`config.mk`:
```
export PLATFORM = sky130hd
export DESIGN_NAME = acs_pmu
export DESIGN_NICKNAME = d
export VERILOG_FILES = /design/src/rtl/acs_pmu.sv
export SDC_FILE = /design/constraint.sdc
export NUM_CORES = 1
export LEC_CHECK = 0
export CORE_UTILIZATION = 55
export CTS_BUF_LIST = sky130_fd_sc_hd__clkbuf_4 sky130_fd_sc_hd__clkbuf_8 sky130_fd_sc_hd__clkbuf_16
export CTS_CLUSTER_SIZE = 24
export DETAILED_ROUTE_END_ITERATION = 16
export HOLD_SLACK_MARGIN = 0.15
export PLACE_DENSITY = 0.86
export SETUP_SLACK_MARGIN = 0.02
export SLEW_MARGIN = 20
export SYNTH_ARGS = -nofsm -noshare
export SYNTH_HDL_FRONTEND = slang
export SYNTH_SLANG_ARGS = --single-unit
```
`constraint.sdc`:
```
create_clock -name clk -period 23.6 [get_ports clk]
set_clock_uncertainty 0.15 [all_clocks]
set_input_delay 4.72 -clock clk [delete_from_list [all_inputs] [get_ports clk]]
set_output_delay 4.72 -clock clk [all_outputs]
set_load 0.05 [all_outputs]
```
`src/rtl/acs_pmu.sv`:
```
// Add-compare-select / path-metric unit for a K=3, rate-1/2 Viterbi decoder (4 states).
// Build option: define ACS_NORM_EN to get MSB normalisation; otherwise metrics saturate.
module acs_node #(
   parameter int BM_W = 2,
   parameter int PM_W = 6
) (
   input  logic [PM_W-1:0] pm_even_i,
   input  logic [PM_W-1:0] pm_odd_i,
   input  logic [BM_W-1:0] bm_even_i,
   input  logic [BM_W-1:0] bm_odd_i,
   output logic [PM_W:0]   sum_o,
   output logic            dec_o
);
   logic [PM_W:0] cand0, cand1;

   // One extra bit so the add never wraps before the saturate/normalise stage
   assign cand0 = {1'b0, pm_even_i} + (PM_W+1)'(bm_even_i);
   assign cand1 = {1'b0, pm_odd_i}  + (PM_W+1)'(bm_odd_i);
   assign dec_o = (cand1 < cand0);
   assign sum_o = dec_o ? cand1 : cand0;
endmodule

module acs_pmu #(
   parameter int BM_W    = 2,
   parameter int PM_W    = 6,
   parameter int INIT_PM = 8,
   parameter int CNT_W   = 8
) (
   input  logic                clk,
   input  logic                rst,
   input  logic                refresh,
   input  logic                valid_in,
   input  logic [BM_W-1:0]     bm_00,
   input  logic [BM_W-1:0]     bm_01,
   input  logic [BM_W-1:0]     bm_10,
   input  logic [BM_W-1:0]     bm_11,
   output logic [3:0]          dec_out,
   output logic [4*PM_W-1:0]   pm_out,
   output logic [1:0]          best_state,
   output logic [CNT_W-1:0]    sym_cnt,
   output logic                norm_evt,
   output logic                valid_out
);
   localparam logic [PM_W-1:0] INIT = PM_W'(INIT_PM);
   localparam logic [3:0][PM_W-1:0] PM_INIT = {INIT, INIT, INIT, {PM_W{1'b0}}};

   logic [3:0][PM_W-1:0] pm_q, pm_old, pm_d;
   logic [3:0][PM_W:0]   sums;
   logic [3:0]           dec_d, dec_q;
   logic [3:0][BM_W-1:0] bm;
   logic [1:0]           best_d, best_q;
   logic                 norm_d, norm_q, vout_q;
   logic [CNT_W-1:0]     cnt_base, cnt_d, cnt_q;

   assign bm     = {bm_11, bm_10, bm_01, bm_00};
   // A symbol that arrives with refresh is the first of the new frame
   assign pm_old = refresh ? PM_INIT : pm_q;

   // ns{u,a}: predecessors {a,0}/{a,1}; bm index = expected {c0,c1}
   for (genvar g = 0; g < 4; g++) begin : g_acs
      localparam int PE = (g % 2) * 2;
      localparam int EI = (g == 0) ? 0 : (g == 1) ? 2 : (g == 2) ? 3 : 1;
      localparam int OI = (g == 0) ? 3 : (g == 1) ? 1 : (g == 2) ? 0 : 2;
      acs_node #(.BM_W(BM_W), .PM_W(PM_W)) u_acs (
         .pm_even_i (pm_old[PE]),
         .pm_odd_i  (pm_old[PE+1]),
         .bm_even_i (bm[EI]),
         .bm_odd_i  (bm[OI]),
         .sum_o     (sums[g]),
         .dec_o     (dec_d[g])
      );
   end

   always_comb begin
      pm_d   = '0;
      norm_d = 1'b0;
      for (int i = 0; i < 4; i++)
         pm_d[i] = sums[i][PM_W] ? {PM_W{1'b1}} : sums[i][PM_W-1:0];
`ifdef ACS_NORM_EN
      norm_d = pm_d[0][PM_W-1] & pm_d[1][PM_W-1] & pm_d[2][PM_W-1] & pm_d[3][PM_W-1];
      if (norm_d)
         for (int i = 0; i < 4; i++) pm_d[i][PM_W-1] = 1'b0;
`endif
   end

   always_comb begin
      best_d = 2'd0;
      for (int i = 1; i < 4; i++)
         if (pm_d[i] < pm_d[best_d]) best_d = 2'(i);
   end

   always_comb begin
      cnt_base = refresh ? '0 : cnt_q;
      cnt_d    = cnt_base;
      if (valid_in && cnt_base != {CNT_W{1'b1}}) cnt_d = cnt_base + 1'b1;
   end

   always_ff @(posedge clk) begin
      if (rst) begin
         pm_q   <= PM_INIT;
         dec_q  <= '0;
         best_q <= '0;
         norm_q <= 1'b0;
         vout_q <= 1'b0;
         cnt_q  <= '0;
      end else begin
         vout_q <= valid_in;
         cnt_q  <= cnt_d;
         if (valid_in) begin
            pm_q   <= pm_d;
            dec_q  <= dec_d;
            best_q <= best_d;
            norm_q <= norm_d;
         end else if (refresh) begin
            pm_q   <= PM_INIT;
         end
      end
   end

   assign pm_out     = pm_q;
   assign dec_out    = dec_q;
   assign best_state = best_q;
   assign norm_evt   = norm_q;
   assign valid_out  = vout_q;
   assign sym_cnt    = cnt_q;
endmodule

```
Word-level counts from Yosys, hierarchy flattened
Cells that the tools add are included.
- register bits: 39
- input port bits: 12
- output and inout bits: 40
- logic and storage cells: 47
- add/subtract/negate cells: 9
- order comparisons: 9
- equal/unequal tests: 1
- muxes and demuxes: 19
- reductions and logical operators: 1
- operators by type and width (operator ; count):
    6-bit by 2-bit adder with 7-bit output ; 8
    24-bit 2-to-1 mux ; 2
    6-bit 2-to-1 mux ; 6
    7-bit < comparator ; 4
    7-bit 2-to-1 mux ; 4
    6-bit binary-select mux with 2-bit select ; 2
    6-bit < comparator ; 3
    8-bit 2-to-1 mux ; 2
    8-bit by 1-bit adder with 8-bit output (second input constant) ; 1
    8-bit inequality test (second input constant) ; 1
    2-bit by 3-bit < comparator with 1-bit output (second input constant) ; 2
    2-bit 2-to-1 mux ; 2
    1-bit logical AND ; 1
    1-bit 2-to-1 mux ; 1

Logic depth before layout (Yosys ltp)
Gate-level depths: netlist of the first run.
- word-level depth: 15
- mapped depth: 44
- depth with buffers taken out: 39

Cells and area by module
From an unflattened synthesis of the first run, not the netlist that was laid out.
- cells, all modules: 526
- area, all modules: 4304.1 µm²
- by module, submodules not included (module ; times used ; cells an instance ; area each (µm²) ; seq. area each (µm²)):
    acs_pmu ; 1 ; 278 ; 2337.2 ; 780.7
    acs_node at g_acs[1].u_acs ... ; 2 ; 62 ; 493.0 ; 0.0
    acs_node at g_acs[0].u_acs ... ; 2 ; 62 ; 490.5 ; 0.0

Worst setup path before layout of the first run
No wires, ideal clock.
- path type: input port to flip-flop
- start point: input refresh
- end point: register best_q[1], in the netlist best_state[1]
- data arrival time: 12.187 ns
- required time: 23.371 ns
- slack: 11.183 ns
- cell stages on the path: 42
- cell sequence: buf_2 > clkbuf_1 > clkbuf_1 > clkbuf_1 > nand2b_1 > xnor2_1 > ha_1 > a21oi_1 > or4b_4 > buf_6 > ha_1 > nand4_1 > and3_1 > o21ai_1 > buf_2 > nor3_1 > a31oi_1 > inv_1 > [... 6 more ...] > inv_1 > ha_1 > a21oi_1 > nor2b_1 > o21ai_0 > nand2b_1 > a21oi_1 > nand2_1 > a21oi_2 > a21oi_4 > mux2i_1 > ha_1 > a21o_1 > a211oi_1 > nand2_1 > a211oi_2 > a211oi_2 > a211oi_2
- word-level cells in the longest chain between the ends: 15
- RTL lines (element ; RTL line ; text):
    start: declaration ; 31 ; input logic refresh,
    24-bit 2-to-1 mux (*) ; -- ;
    6-bit by 2-bit adder with 7-bit output (on tied branches) ; 18, 17 ;
    7-bit < comparator ; 19 ; assign dec_o = (cand1 < cand0);
    7-bit 2-to-1 mux ; 20 ; assign sum_o = dec_o ? cand1 : cand0;
    6-bit 2-to-1 mux ; 78 ; pm_d[i] = sums[i][PM_W] ? {PM_W{1'b1}} : sums[i][PM_W-1:0];
    6-bit < comparator ; 89 ; if (pm_d[i] < pm_d[best_d]) best_d = 2'(i);
    1-bit 2-to-1 mux ; 89 ;
    6-bit binary-select mux with 2-bit select ; 89 ;
    6-bit 2-to-1 mux (not written as such) ; 89 ;
    6-bit < comparator ; 89 ;
    2-bit 2-to-1 mux ; 89 ;
    6-bit binary-select mux with 2-bit select ; 89 ;
    6-bit 2-to-1 mux (not written as such) ; 89 ;
    6-bit < comparator ; 89 ;
    2-bit 2-to-1 mux (*) ; 89 ;
    end signal: assignment ; 112 ; best_q <= best_d;
    end: declaration ; 51 ; logic [1:0] best_d, best_q;
Mark *: on every way between the ends. The rest lies on a longest branch, timed or not. The select of a mux whose other input is x is not followed.
A chain may end at the register's enable or synchronous reset.

Worst setup path in the final report of the first run
Same ends and word-level chain as after synthesis.

==> results of run 1 <==
## final timing paths
path,end,cells after the start,startpoint,slack [ns]
min,dec_out[3]$_SDFFE_PP0P_,2,dec_out[3]$_SDFFE_PP0P_,0.35
min reg2reg,dec_out[3]$_SDFFE_PP0P_,2,dec_out[3]$_SDFFE_PP0P_,0.35
max,best_state[1]$_SDFFE_PP0P_,37,refresh,10.80
max reg2reg,best_state[1]$_SDFFE_PP0P_,37,pm_out[2]$_SDFF_PP0_,15.32
## area by class of cell
class                   count  area share (%)
clock buffers               5            1.41
clock inverters             3           0.410
inverters                  23            1.77
multi-input cells         477            67.2
flip-flops and latches     39            16.0
well taps                  99            2.54
repair buffers             53            10.6
## flip-flops by register name, indices dropped and copies added, names as in the netlist
| name | cells |
|---|---|
| pm_out | 24 |
| best_state | 2 |
| dec_out | 4 |
| valid_out | 1 |
| sym_cnt | 8 |
## per-stage QoR
stage               utilization [%]  total power [mW]  instance area (sq um)  instances  hold WS (ns)
global route                   65.9             0.589                   4880        699         0.364
finish                         65.9             0.545                   4880        699         0.349
CTS                            65.9             0.539                   4880        699         0.351
global placement               64.7             0.472                   4790        691         0.325
detailed placement             64.7             0.489                   4790        691         0.334
floorplan                         -             0.403                   4290        571         0.596
## cell usage in the layout (no fill, tap or decap), types with 15 or more instances in the layout
cell	count
nor2_1	90
ha_1	55
a21oi_1	52
clkdlybuf4s50_1	49
dfxtp_1	39
nand2_1	31
inv_1	22
nand2b_1	21
xnor2_1	20
nor3_1	20
o21ai_0	15
## power by group through the flow
stage	combinational [mW]	sequential [mW]	clock, mW
floorplan	0.286	0.117	0
global placement	0.383	0.0897	0
detailed placement	0.399	0.0898	0
CTS	0.401	0.0884	0.0492
global route	0.447	0.0906	0.0514
finish	0.408	0.0888	0.0485
## kinds of logic after synthesis
family,count (synthesis),synth area share (%)
fa+ha+maj,62,17.7
other cells,1,0.0873
compound gates,149,22.9
simple gates,223,26.1
buf+inv,55,5.42
mux,19,4.95
flops,39,18.2
xor+xnor,23,4.69
## layer usage
layer / global-route usage (%) / vias to the layer above / part of all wire, %
met5: 0 / - / 0
met4: 9.95 / 0 / 1.8
met3: 5.89 / 31 / 8.7
met2: 46.4 / 198 / 44
met1: 41.2 / 2035 / 45
li1: - / 2099 / -
## synth_stat cells, types with 2 or more instances
cell | instances | area share, %
a211oi_1 | 5 | 0.87
a211oi_2 | 4 | 1.2
a21o_1 | 14 | 2.4
a21oi_1 | 52 | 6.1
a22oi_1 | 5 | 0.87
a311oi_1 | 3 | 0.61
a31o_2 | 3 | 0.61
a31oi_1 | 14 | 2.0
a41oi_1 | 2 | 0.41
and2_1 | 3 | 0.44
and3_1 | 7 | 1.0
buf_2 | 8 | 0.93
buf_4 | 2 | 0.35
clkbuf_1 | 20 | 1.7
dfxtp_1 | 39 | 18
ha_1 | 55 | 16
inv_1 | 22 | 1.9
maj3_1 | 7 | 1.6
mux2_2 | 5 | 1.3
mux2i_1 | 12 | 2.8
nand2_1 | 31 | 2.7
nand2b_1 | 21 | 3.1
nand3_1 | 9 | 1.0
nand3b_1 | 2 | 0.35
nand4_1 | 7 | 1.0
nor2_1 | 90 | 7.9
nor2b_1 | 14 | 2.0
nor3_1 | 20 | 2.3
o21ai_0 | 15 | 1.7
o21ai_1 | 4 | 0.47
o21bai_1 | 5 | 0.87
o22a_1 | 3 | 0.61
o22ai_1 | 5 | 0.73
o31ai_1 | 3 | 0.52
o32ai_1 | 2 | 0.41
or3_1 | 7 | 1.0
xnor2_1 | 20 | 4.1
xor2_1 | 3 | 0.61
## worst max-delay path, delay by kind of cell
family,cells,cell delay (ns)
AO/OA/AOI/OAI,16,3.64
adder cells (fa/ha/maj),6,1.73
AND/OR/NAND/NOR,9,1.60
multiplexers,2,0.56
buffers and inverters,4,0.55
==> results.yml, run 1 <==
finish:
  final_nets: 666
  fillers: 642
  antennaDiodeCount: 0
  seq_area_sq_um: 781
  final_layout_size_suffix_gt1_share_pct: 7.00
  area_growth_pct: 13.6
  multi_input_area_sq_um: 3280
critical_path:
  end_kind: "register"
  max_stage_delay_ns: 0.74
  crit_slowest_cell: "o21ai_1"
  crit_type: "input port to register"
  crit_top_cell: "ha_1"
  startpoint_type: "input port"
  crit_fanout: 66
  arrival_ns: 12.88
  required_ns: 23.69
synthesis:
  avgSynthCellArea_sq_um: 7.52
  synth-seq-area-share_pct: 18.2
  synth_edf_count: 0
  syn-num-nets: 638
  ys.flop_type: "dfxtp_1"
  async_flop_share_pct: 0
  synthCells: 571
  ys_ff_latch: 39
  netlist_area_sq_um: 4290
  ys.warnings.count: 0
  ys_types: 66
routing:
  vias: 4363
  post_drt_wl_per_cell_um: 17.4
  vias_per_cell: 6.24
  routed_wl_um: 12200
  antenna_left: 0
  firstDrtPassIters: 5
  drc: 0
  drt-initial-drc-count: 471
power_and_ir_drop:
  p_seq_share_pct: 16.3
  ir_drop_mv: 0.144
  combinationalPowerShare_pct: 74.8
  p_sw_uw: 284
  p_per_area_nw_per_um2: 112
  p_leak_nw: 1.94
  p_int_uw: 261
  swShare_pct: 52.2
  clock_power_share_pct: 8.9
sta:
  fin_crit_ns: 12.80
  fmax_mhz: 78.1
  period_share_pct: 54.2
  fin_tns_setup_ns: 0
  rsz0062_at_grt: "no"
  setup_violations: 0
  setup_ws_ns: 10.80
  relSlewSlack_pct: 36.8
  final-hold-violation-count: 0
  worstMarginPinSlew_ns: 0.941
  maxSlewViolCount: 0
clock_tree:
  clockRootBuffer: "clkbuf_8"
  clock_latency_ns: 0.30
  clkSinkCount: 39
  htree_num_levels: 2
  cts_tree: "done"
  ctsHoldBuffers: 0
  clk_pin_slew_ns: 0.09
  cts_resized: 0
  cts_made_buffers: 5
  clockBufferDepth: 2
  cts_setup_buffers: 0
global_routing:
  grt_max_degree: 67
  gr-usage-all-layers_pct: 29.9
  grt_pass1_vias: 4015
  antenna_found_initial: 0
  gr-total-overflow: 0
  grt_pass1_wl_um: 19800
die:
  num_rows: 31
  design.portCount: 52
  dieArea_sq_um: 8160
  die_h_um: 90.4
  start_util_pct: 58.0
  coreArea_sq_um: 7410
  fp.dieW_um: 90.4
placed_design:
  numPortBuffers: 50
  dpl.hpwl_um: 9370
  gp_congestion: 0.985
  dp_slack_ns: 10.59
run_status:
  outcome: "finished, final reports clean"
flow_run:
  maxCapViolCount: 0
min_path:
  worstHoldPathType: "register to register"
(Power assumes the default switching activity.)
==> inputs of run 2 (changes only) <==
--- a/config.mk
+++ b/config.mk
@@ -5,12 +5,12 @@
 export SDC_FILE = /design/constraint.sdc
 export NUM_CORES = 1
 export LEC_CHECK = 0
-export CORE_UTILIZATION = 55
+export CORE_UTILIZATION = 52
 export CTS_BUF_LIST = sky130_fd_sc_hd__clkbuf_4 sky130_fd_sc_hd__clkbuf_8 sky130_fd_sc_hd__clkbuf_16
 export CTS_CLUSTER_SIZE = 24
 export DETAILED_ROUTE_END_ITERATION = 16
 export HOLD_SLACK_MARGIN = 0.15
-export PLACE_DENSITY = 0.86
+export PLACE_DENSITY = 0.85
 export SETUP_SLACK_MARGIN = 0.02
 export SLEW_MARGIN = 20
 export SYNTH_ARGS = -nofsm -noshare
==> constraint.sdc (replaced) <==
create_clock -name clk -period 11.05 [get_ports clk]
set_clock_uncertainty 0.15 [all_clocks]
set_input_delay 2.21 -clock clk [delete_from_list [all_inputs] [get_ports clk]]
set_output_delay 2.21 -clock clk [all_outputs]
set_load 0.05 [all_outputs]
==> run 2 against run 1 <==
Net effect:
- cell area increased by 0.31%
- critical path depth unchanged
- critical endpoint unchanged
- sequential share of layout area about the same
- via count increased by 1.0%
- first-iteration DRC count decreased by 18%
- flip-flop and latch count unchanged
- power increased by 120%
- wire length increased by 0.37%
- register-to-register slack got worse by 13 ns
==> results.yml, run 2 (synthesis results as in run 1) <==
run_status:
  outcome: "finished, final reports clean"
clock_tree:
  ctsHoldBuffers: 0
  clk_pin_slew_ns: 0.10
  clockBufferDepth: 2
  clock_latency_ns: 0.31
  htree_num_levels: 2
  clockRootBuffer: "clkbuf_8"
  cts_tree: "done"
  cts_setup_buffers: 0
  clkSinkCount: 39
  cts_resized: 0
  cts_made_buffers: 5
global_routing:
  gr-usage-all-layers_pct: 27.9
  antenna_found_initial: 0
  gr-total-overflow: 0
  grt_max_degree: 40
  grt_pass1_vias: 3943
  grt_pass1_wl_um: 19300
routing:
  antenna_left: 0
  drc: 0
  drt-initial-drc-count: 386
  post_drt_wl_per_cell_um: 17.4
  firstDrtPassIters: 6
  routed_wl_um: 12200
  vias_per_cell: 6.27
  vias: 4407
placed_design:
  gp_congestion: 0.918
  dp_slack_ns: 0.690
  dpl.hpwl_um: 9110
  numPortBuffers: 50
critical_path:
  arrival_ns: 10.32
  crit_fanout: 36
  rr_worst_depth: 36
  max_stage_delay_ns: 0.73
  crit_top_cell: "ha_1"
  r2r_slack_ns: 2.74
  startpoint_type: "input port"
  crit_type: "input port to register"
  crit_slowest_cell: "o21ai_1"
  required_ns: 11.14
  end_kind: "register"
finish:
  fillers: 700
  final_layout_size_suffix_gt1_share_pct: 7.15
  final_nets: 667
  multi_input_area_sq_um: 3280
  seq_area_sq_um: 781
  utilization_pct: 62.4
  antennaDiodeCount: 0
  final_common_cell: "nor2_1"
  mostFrequentLayoutCells: "nor2_1, ha_1, a21oi_1"
  largest_register_ffs: 24
  area_growth_pct: 14.0
sta:
  fin_tns_setup_ns: 0
  relSlewSlack_pct: 36.2
  fin_crit_ns: 10.23
  rsz0062_at_grt: "no"
  hold_ws_ns: 0.362
  fmax_mhz: 97.7
  setup_violations: 0
  period_share_pct: 92.6
  setup_ws_ns: 0.818
  maxSlewViolCount: 0
  worstMarginPinSlew_ns: 0.950
  final-hold-violation-count: 0
die:
  design.portCount: 52
  fp.dieW_um: 92.9
  num_rows: 32
  coreArea_sq_um: 7850
  die_h_um: 92.9
  start_util_pct: 54.7
  dieArea_sq_um: 8630
min_path:
  hold_path_depth: 2
  worstHoldPathType: "register to register"
flow_run:
  maxCapViolCount: 0
power_and_ir_drop:
  p_per_area_nw_per_um2: 241
  finalPower_mw: 1.18
  p_leak_nw: 1.95
  ir_drop_mv: 0.146
==> run 2: worst max-delay path: cells and delay by family <==
family / cells / cell delay (ns)
simple gates: 11 / 1.75
fa+ha+maj: 5 / 1.40
mux: 2 / 0.66
compound gates: 15 / 3.51
xor+xnor: 1 / 0.16
buf+inv: 3 / 0.64
==> run 2: layout make-up <==
type,count,share of cell area [%]
Clock inverter,3,0.486
Timing Repair Buffer,54,10.7
Tap cell,102,2.61
Clock buffer,5,1.41
Inverter,23,1.76
Sequential cell,39,16.0
Multi-Input combinational cell,477,67.0
==> run 2: power breakdown <==
group | leakage (nW) | internal (mW) | switching [mW] | total [mW]
Clock | 0.0408 | 0.0453 | 0.0625 | 0.108
Sequential | 0.319 | 0.161 | 0.0299 | 0.191
Combinational | 1.59 | 0.354 | 0.526 | 0.880
Total | 1.95 | 0.560 | 0.619 | 1.18
==> run 2: through the flow <==
step           std cells  area, sq um
2_1_floorplan        571         4290
3_3_place_gp         695         4800
3_5_place_dp         695         4800
4_1_cts              703         4890
5_1_grt              703         4890
6_report             703         4890
==> run 2: worst paths after layout <==
kind,start,endpoint
setup / recovery,refresh,best_state[1]$_SDFFE_PP0P_
hold / removal,dec_out[0]$_SDFFE_PP0P_,dec_out[0]$_SDFFE_PP0P_
setup reg to reg,pm_out[1]$_SDFF_PP0_,best_state[1]$_SDFFE_PP0P_
hold reg to reg,dec_out[0]$_SDFFE_PP0P_,dec_out[0]$_SDFFE_PP0P_
==> run 2: metal layers <==
| layer | GRT usage (%) | vias up | wire (um) |
|---|---|---|---|
| met5 | 0 | - | 0 |
| met4 | 7.82 | 0 | 308 |
| met3 | 8.21 | 41 | 1280 |
| met2 | 45.0 | 277 | 5500 |
| met1 | 35.9 | 2000 | 5140 |
| li1 | - | 2089 | - |
